<file path="config.mk">
export PLATFORM = sky130hd
export DESIGN_NAME = dmem_master
export DESIGN_NICKNAME = d
export VERILOG_FILES = /design/src/rtl/lsu_pkg.sv /design/src/rtl/load_align.sv /design/src/rtl/dmem_master.sv
export SDC_FILE = /design/constraint.sdc
export NUM_CORES = 1
export LEC_CHECK = 0
export BUFFER_PORTS_ARGS = -buffer_cell sky130_fd_sc_hd__buf_2
export CAP_MARGIN = 30
export CORE_MARGIN = 4
export CORE_UTILIZATION = 29
export DETAILED_ROUTE_END_ITERATION = 6
export SYNTH_ARGS = -nofsm -noshare
export SYNTH_HDL_FRONTEND = slang
export SYNTH_SLANG_ARGS = --single-unit
export TNS_END_PERCENT = 50
</file>
<file path="constraint.sdc">
create_clock -name clk -period 3.75 [get_ports clk]
set_input_delay 0.375 -clock clk [delete_from_list [all_inputs] [get_ports clk]]
set_output_delay 0.375 -clock clk [all_outputs]
set_load 0.05 [all_outputs]
</file>
<file path="src/rtl/lsu_pkg.sv">
// Shared load/store types: access size, data-memory FSM states and the byte-lane mask helper.
package lsu_pkg;

  typedef enum logic [1:0] {
    BYTE = 2'b00,
    HALF = 2'b01,
    WORD = 2'b10
  } mem_size_e;

  typedef enum logic [1:0] {
    IDLE = 2'b00,
    A0   = 2'b01,
    A1   = 2'b10,
    RD   = 2'b11
  } dmem_state_e;

  function automatic logic [3:0] size_mask(input mem_size_e s);
    case (s)
      BYTE:    return 4'h1;
      HALF:    return 4'h3;
      default: return 4'hF;
    endcase
  endfunction

endpackage

</file>
<file path="src/rtl/load_align.sv">
// Shifts a two-word load window down to the access offset, truncates to size and extends.
module load_align
  import lsu_pkg::*;
(
  input  logic [63:0] words_i,
  input  logic [1:0]  off_i,
  input  mem_size_e   size_i,
  input  logic        uns_i,
  output logic [31:0] rdata_o
);

  logic [63:0] sh;
  assign sh = words_i >> {off_i, 3'b000};

  always_comb begin
    rdata_o = sh[31:0];
    case (size_i)
      BYTE:    rdata_o = {{24{~uns_i & sh[7]}}, sh[7:0]};
      HALF:    rdata_o = {{16{~uns_i & sh[15]}}, sh[15:0]};
      default: rdata_o = sh[31:0];
    endcase
  end

endmodule

</file>
<file path="src/rtl/dmem_master.sv">
// Load/store initiator for a sync-read, byte-enable DRAM; splits word-crossing accesses into two beats.
module dmem_master
  import lsu_pkg::*;
#(
  parameter int AW = 16
) (
  input  logic          clk,
  input  logic          rst_n,
  input  logic          req_valid,
  output logic          req_ready,
  input  logic          req_we,
  input  logic [1:0]    req_size,
  input  logic          req_unsigned,
  input  logic [31:0]   req_addr,
  input  logic [31:0]   req_wdata,
  output logic          resp_valid,
  output logic [31:0]   resp_rdata,
  output logic [AW-1:0] mem_a,
  output logic [3:0]    mem_we,
  output logic [31:0]   mem_din,
  input  logic [31:0]   mem_spo
);

  dmem_state_e   state_q, state_d;
  logic [AW-1:0] mem_a_q, mem_a_d;
  logic [3:0]    mem_we_q, mem_we_d, b1_we_q, b1_we_d;
  logic [31:0]   mem_din_q, mem_din_d, b1_din_q, b1_din_d;
  logic [31:0]   resp_rdata_q, resp_rdata_d, word0_q, word0_d;
  logic          resp_valid_q, resp_valid_d;
  logic          we_q, we_d, split_q, split_d, uns_q, uns_d;
  logic [1:0]    off_q, off_d;
  mem_size_e     size_q, size_d;

  mem_size_e   req_sz;
  logic [7:0]  m8;
  logic [63:0] w64;
  logic [31:0] ld_data;

  assign req_sz = (req_size == 2'b11) ? WORD : mem_size_e'(req_size);
  assign m8     = {4'h0, size_mask(req_sz)} << req_addr[1:0];
  assign w64    = {32'h0, req_wdata} << {req_addr[1:0], 3'b000};

  assign req_ready  = rst_n && (state_q == IDLE);
  assign resp_valid = resp_valid_q;
  assign resp_rdata = resp_rdata_q;
  assign mem_a      = mem_a_q;
  assign mem_we     = mem_we_q;
  assign mem_din    = mem_din_q;

  // In RD the DRAM output holds the last word read: word1 when split, else the only word.
  load_align u_align (
    .words_i (split_q ? {mem_spo, word0_q} : {32'h0, mem_spo}),
    .off_i   (off_q),
    .size_i  (size_q),
    .uns_i   (uns_q),
    .rdata_o (ld_data)
  );

  always_comb begin
    state_d      = state_q;
    mem_a_d      = mem_a_q;
    mem_we_d     = mem_we_q;
    mem_din_d    = mem_din_q;
    b1_we_d      = b1_we_q;
    b1_din_d     = b1_din_q;
    resp_rdata_d = resp_rdata_q;
    word0_d      = word0_q;
    resp_valid_d = 1'b0;
    we_d         = we_q;
    split_d      = split_q;
    uns_d        = uns_q;
    off_d        = off_q;
    size_d       = size_q;
    case (state_q)
      IDLE: if (req_valid) begin
        mem_a_d   = req_addr[AW+1:2];
        mem_we_d  = req_we ? m8[3:0] : 4'h0;
        mem_din_d = w64[31:0];
        b1_we_d   = m8[7:4];
        b1_din_d  = w64[63:32];
        split_d   = |m8[7:4];
        we_d      = req_we;
        uns_d     = req_unsigned;
        off_d     = req_addr[1:0];
        size_d    = req_sz;
        state_d   = A0;
      end
      A0: begin
        if (split_q) begin
          mem_a_d   = mem_a_q + AW'(1);
          mem_we_d  = we_q ? b1_we_q : 4'h0;
          mem_din_d = b1_din_q;
          state_d   = A1;
        end else begin
          mem_we_d     = 4'h0;
          resp_valid_d = we_q;
          state_d      = we_q ? IDLE : RD;
        end
      end
      A1: begin
        if (!we_q) word0_d = mem_spo;
        mem_we_d     = 4'h0;
        resp_valid_d = we_q;
        state_d      = we_q ? IDLE : RD;
      end
      RD: begin
        resp_rdata_d = ld_data;
        resp_valid_d = 1'b1;
        state_d      = IDLE;
      end
      default: state_d = IDLE;
    endcase
  end

  always_ff @(posedge clk or negedge rst_n) begin
    if (!rst_n) begin
      state_q      <= IDLE;
      mem_a_q      <= '0;
      mem_we_q     <= 4'h0;
      mem_din_q    <= '0;
      b1_we_q      <= 4'h0;
      b1_din_q     <= '0;
      resp_rdata_q <= '0;
      word0_q      <= '0;
      resp_valid_q <= 1'b0;
      we_q         <= 1'b0;
      split_q      <= 1'b0;
      uns_q        <= 1'b0;
      off_q        <= 2'b00;
      size_q       <= BYTE;
    end else begin
      state_q      <= state_d;
      mem_a_q      <= mem_a_d;
      mem_we_q     <= mem_we_d;
      mem_din_q    <= mem_din_d;
      b1_we_q      <= b1_we_d;
      b1_din_q     <= b1_din_d;
      resp_rdata_q <= resp_rdata_d;
      word0_q      <= word0_d;
      resp_valid_q <= resp_valid_d;
      we_q         <= we_d;
      split_q      <= split_d;
      uns_q        <= uns_d;
      off_q        <= off_d;
      size_q       <= size_d;
    end
  end

endmodule

</file>
==> summary.md <==
| Metric | Value |
|---|---|
| CTS-repair resized insts | 0 |
| Cell taking the most area after synthesis | dfrtp_1 |
| Arrival @ worst endpoint | just over 3 ns |
| Hold Vio Cnt, Final | 0 |
| Clock Path Buffers | 2 |
| Worst min path class | input pin to flip-flop |
| RSZ-0062 raised after global routing | false |
| Static Leak | around 4.5 nW |
| Reg2Reg Setup Slack | 0.99 ns |
| DRC violations left | 0 |
| Tot GR Track Use | 15.8% |
| CP startpoint | state_q[1] |
| DIE AREA | approximately 31000 sq um |
| Drt via density | 5.06 |
| Worst Tran Pin Value | 1.01 ns |
| Number of synthesized flops with an enable pin | 0 |
| Nets | between 1000 and 1500 |
| Hold_sp | req_addr[11] |
| Synth top cells by count | dfrtp_1 (153), nor2_1 (111), mux2i_1 (74) |
| DP HPWL | approximately 18000 um |
| WHS Path Cells | 3 |
| PortBufs | ~170 |
| Fill cells | 2935 |
| Capture point of the worst path | mem_a[4] |
| CP Max Fanout | 22 |
| CP endpoint kind | flip-flop |
| Clock sink count | 153 |
| Initial DRC count | 489 |
| Mapped Nets | about 940 |
| Pin count of the biggest net entering global routing | 65 |
| Total negative setup slack | 0 ns |
| Worst-Skew Late Latency | 0.43 ns |
| Share of cells above drive strength 1 | 30.5% |
| Placed cell count | 1328 |
| I/O pin total | 189 |
| Mapped Cells | 828 |
| Die Width | 177 um |
| Max_cap viols | 0 |
| CTS tree | yes |
| Die Y | 177 um |
| Status | finished clean |
| Core area | roughly 28000 sq um |
| Register bit count reported by yosys | 153 |
| Initial Util | 29.6% |
| Area growth, synth to finish | 21.3% |
| Fin cells | 1369 |
| Post-Route WL | 25300 um |
| Total CTS buffers | 17 |
| Vias | 6928 |
| Vias in the first global route | 6857 |
| Worst Reg2Reg Path Length in Cells | 5 |
| Asr flop ratio synth | 100% |
| Max-slew headroom | 32.1% |
| Post-synthesis cell type count | 52 |
| Placer's final routability congestion estimate | 0.845 |
| First-pass GRT wire length | 39000 um |
| Clock-pin slew on the worst setup and hold paths | 0.07 ns |
| Tmin final | 2.76 ns |
| DR WL/cell | 18.5 um |
| Most common cell in the netlist | dfrtp_1 |
| Final core utilization | a little over a third |
| Row cnt | 61 |
| Top-area cell type share of the netlist area | 46.0% |
| Register area share after synthesis | 46.0% |
| Syn avg cell area | around 10 sq um |
| Synth Warn # | 0 |
| Initial antenna violation count | 14 |
| Synthesized area | 8320 sq um |
| Overall power | ~11 mW |
| R2R Path End | mem_a[4] |
| Final worst setup slack | 0.993 ns |
| Pre-CTS setup slack | 0.954 ns |
| Kind of critical path | flip-flop to flip-flop |
| Clock skew | 0.0118 ns |
| Ranking of synthesized cells by area | dfrtp_1 (46%), mux2i_1 (8.9%), mux2_2 (7.8%), nor2_1 (5.0%), o21ai_0 (4.3%) |
| Worst EP required | 4.07 ns |
| CP startpoint kind | flip-flop |
| Peak VDD IR | 0.397 mV |
| GR Overflow Total | 0 |
| Final slew viol count | 0 |
| Initial DRT Pass Iterations | 5 |
| Fin crit share | between 70% and 80% |
| CTS Root Cell | clkbuf_16 |
| Post-DRT Antenna Nets | 0 |
| Synth Flop Type | dfrtp_1 |
| R2r startpoint | state_q[1] |
| H-Tree Depth | 4 |
| Max Fclk | 0.363 GHz |
| # setup viols final | 0 |
| PD cells | 1050 nW/um^2 |
==> worst min path at each step <==
stage | end
global route | mem_a[10]
CTS | mem_a[9]
global placement | word0_q[0]
detailed placement | word0_q[24]
finish | mem_a[9]
floorplan | b1_din_q[0]
==> logic make-up after synthesis <==
logic type                 after synthesis  share of synthesized area (%)
DFF                                    153                           46.0
buffers and inverters                   71                           3.76
and+or+nand+nor                        230                           11.8
muxes                                  145                           20.1
AOI/OAI and AO/OA                      223                           17.4
adders and majority gates                6                          0.902
==> routing by layer <==
metal  share of wire, %  GRT usage (%)  vias to the layer above  routed length, um
met4                2.5           5.93                       12                639
met1                 46           22.0                     3383              11700
met2                 45           23.3                      170              11300
met3                6.2           4.81                       45               1570
met5               0.29              0                        -                 73
li1                   -              -                     3318                  -
==> area by class of cell <==
class	count	area [sq um]	share of cell area (%)
Clock inverter	15	154	1.52
Inverter	8	30.0	0.297
Multi-Input combinational cell	604	4190	41.5
Tap cell	378	473	4.69
Antenna cell	8	20.0	0.198
Clock buffer	17	425	4.21
Timing Repair Buffer	186	970	9.61
Sequential cell	153	3830	37.9
==> what timing repair did <==
item,4_1_cts,5_1_grt
setup buffers,0,0
hold buffers,1,0
hold endpoints to repair,61,0
==> worst max-delay path, cell delays in order (launching register included) <==
cell	delay, ns
dfrtp_1	0.40
inv_1	0.10
ha_1	0.34
inv_1	0.61
nand2_1	0.73
o221a_2	0.47
==> where the power goes <==
part | switching (mW) | internal, mW | total, mW
Combinational | 3.99 | 1.91 | 5.91
Clock | 0.800 | 0.887 | 1.69
Sequential | 0.584 | 2.46 | 3.05
==> stage by stage <==
stage,hold slack (ns),cell area (sq um)
after global routing,0.180,10100
after detailed placement,0.404,9490
after global placement,0.401,9490
after floorplan,0.0794,8320
final,0.176,10100
after CTS,0.159,10100
==> registers in the layout, indices dropped and copies added (netlist names), 2 cells and up <==
signal,flops
mem_a,16
size_q,2
state_q,2
resp_rdata,32
mem_din,32
b1_we_q,3
off_q,2
b1_din_q,24
word0_q,32
mem_we,4
==> cell usage in the layout, fill, tap and decap left out, drive strengths merged, types with 9 or more instances in the layout <==
| master | count |
|---|---|
| a21oi | 37 |
| a221oi | 16 |
| a22o | 9 |
| a22oi | 15 |
| a31oi | 15 |
| buf | 185 |
| clkbuf | 17 |
| dfrtp | 153 |
| inv | 16 |
| mux2 | 59 |
| mux2i | 74 |
| mux4 | 12 |
| nand2 | 69 |
| nand2b | 10 |
| nand3 | 9 |
| nor2 | 111 |
| nor2b | 10 |
| o21ai | 71 |
| o22ai | 16 |
Note: power is estimated with default switching activity, not from simulation.
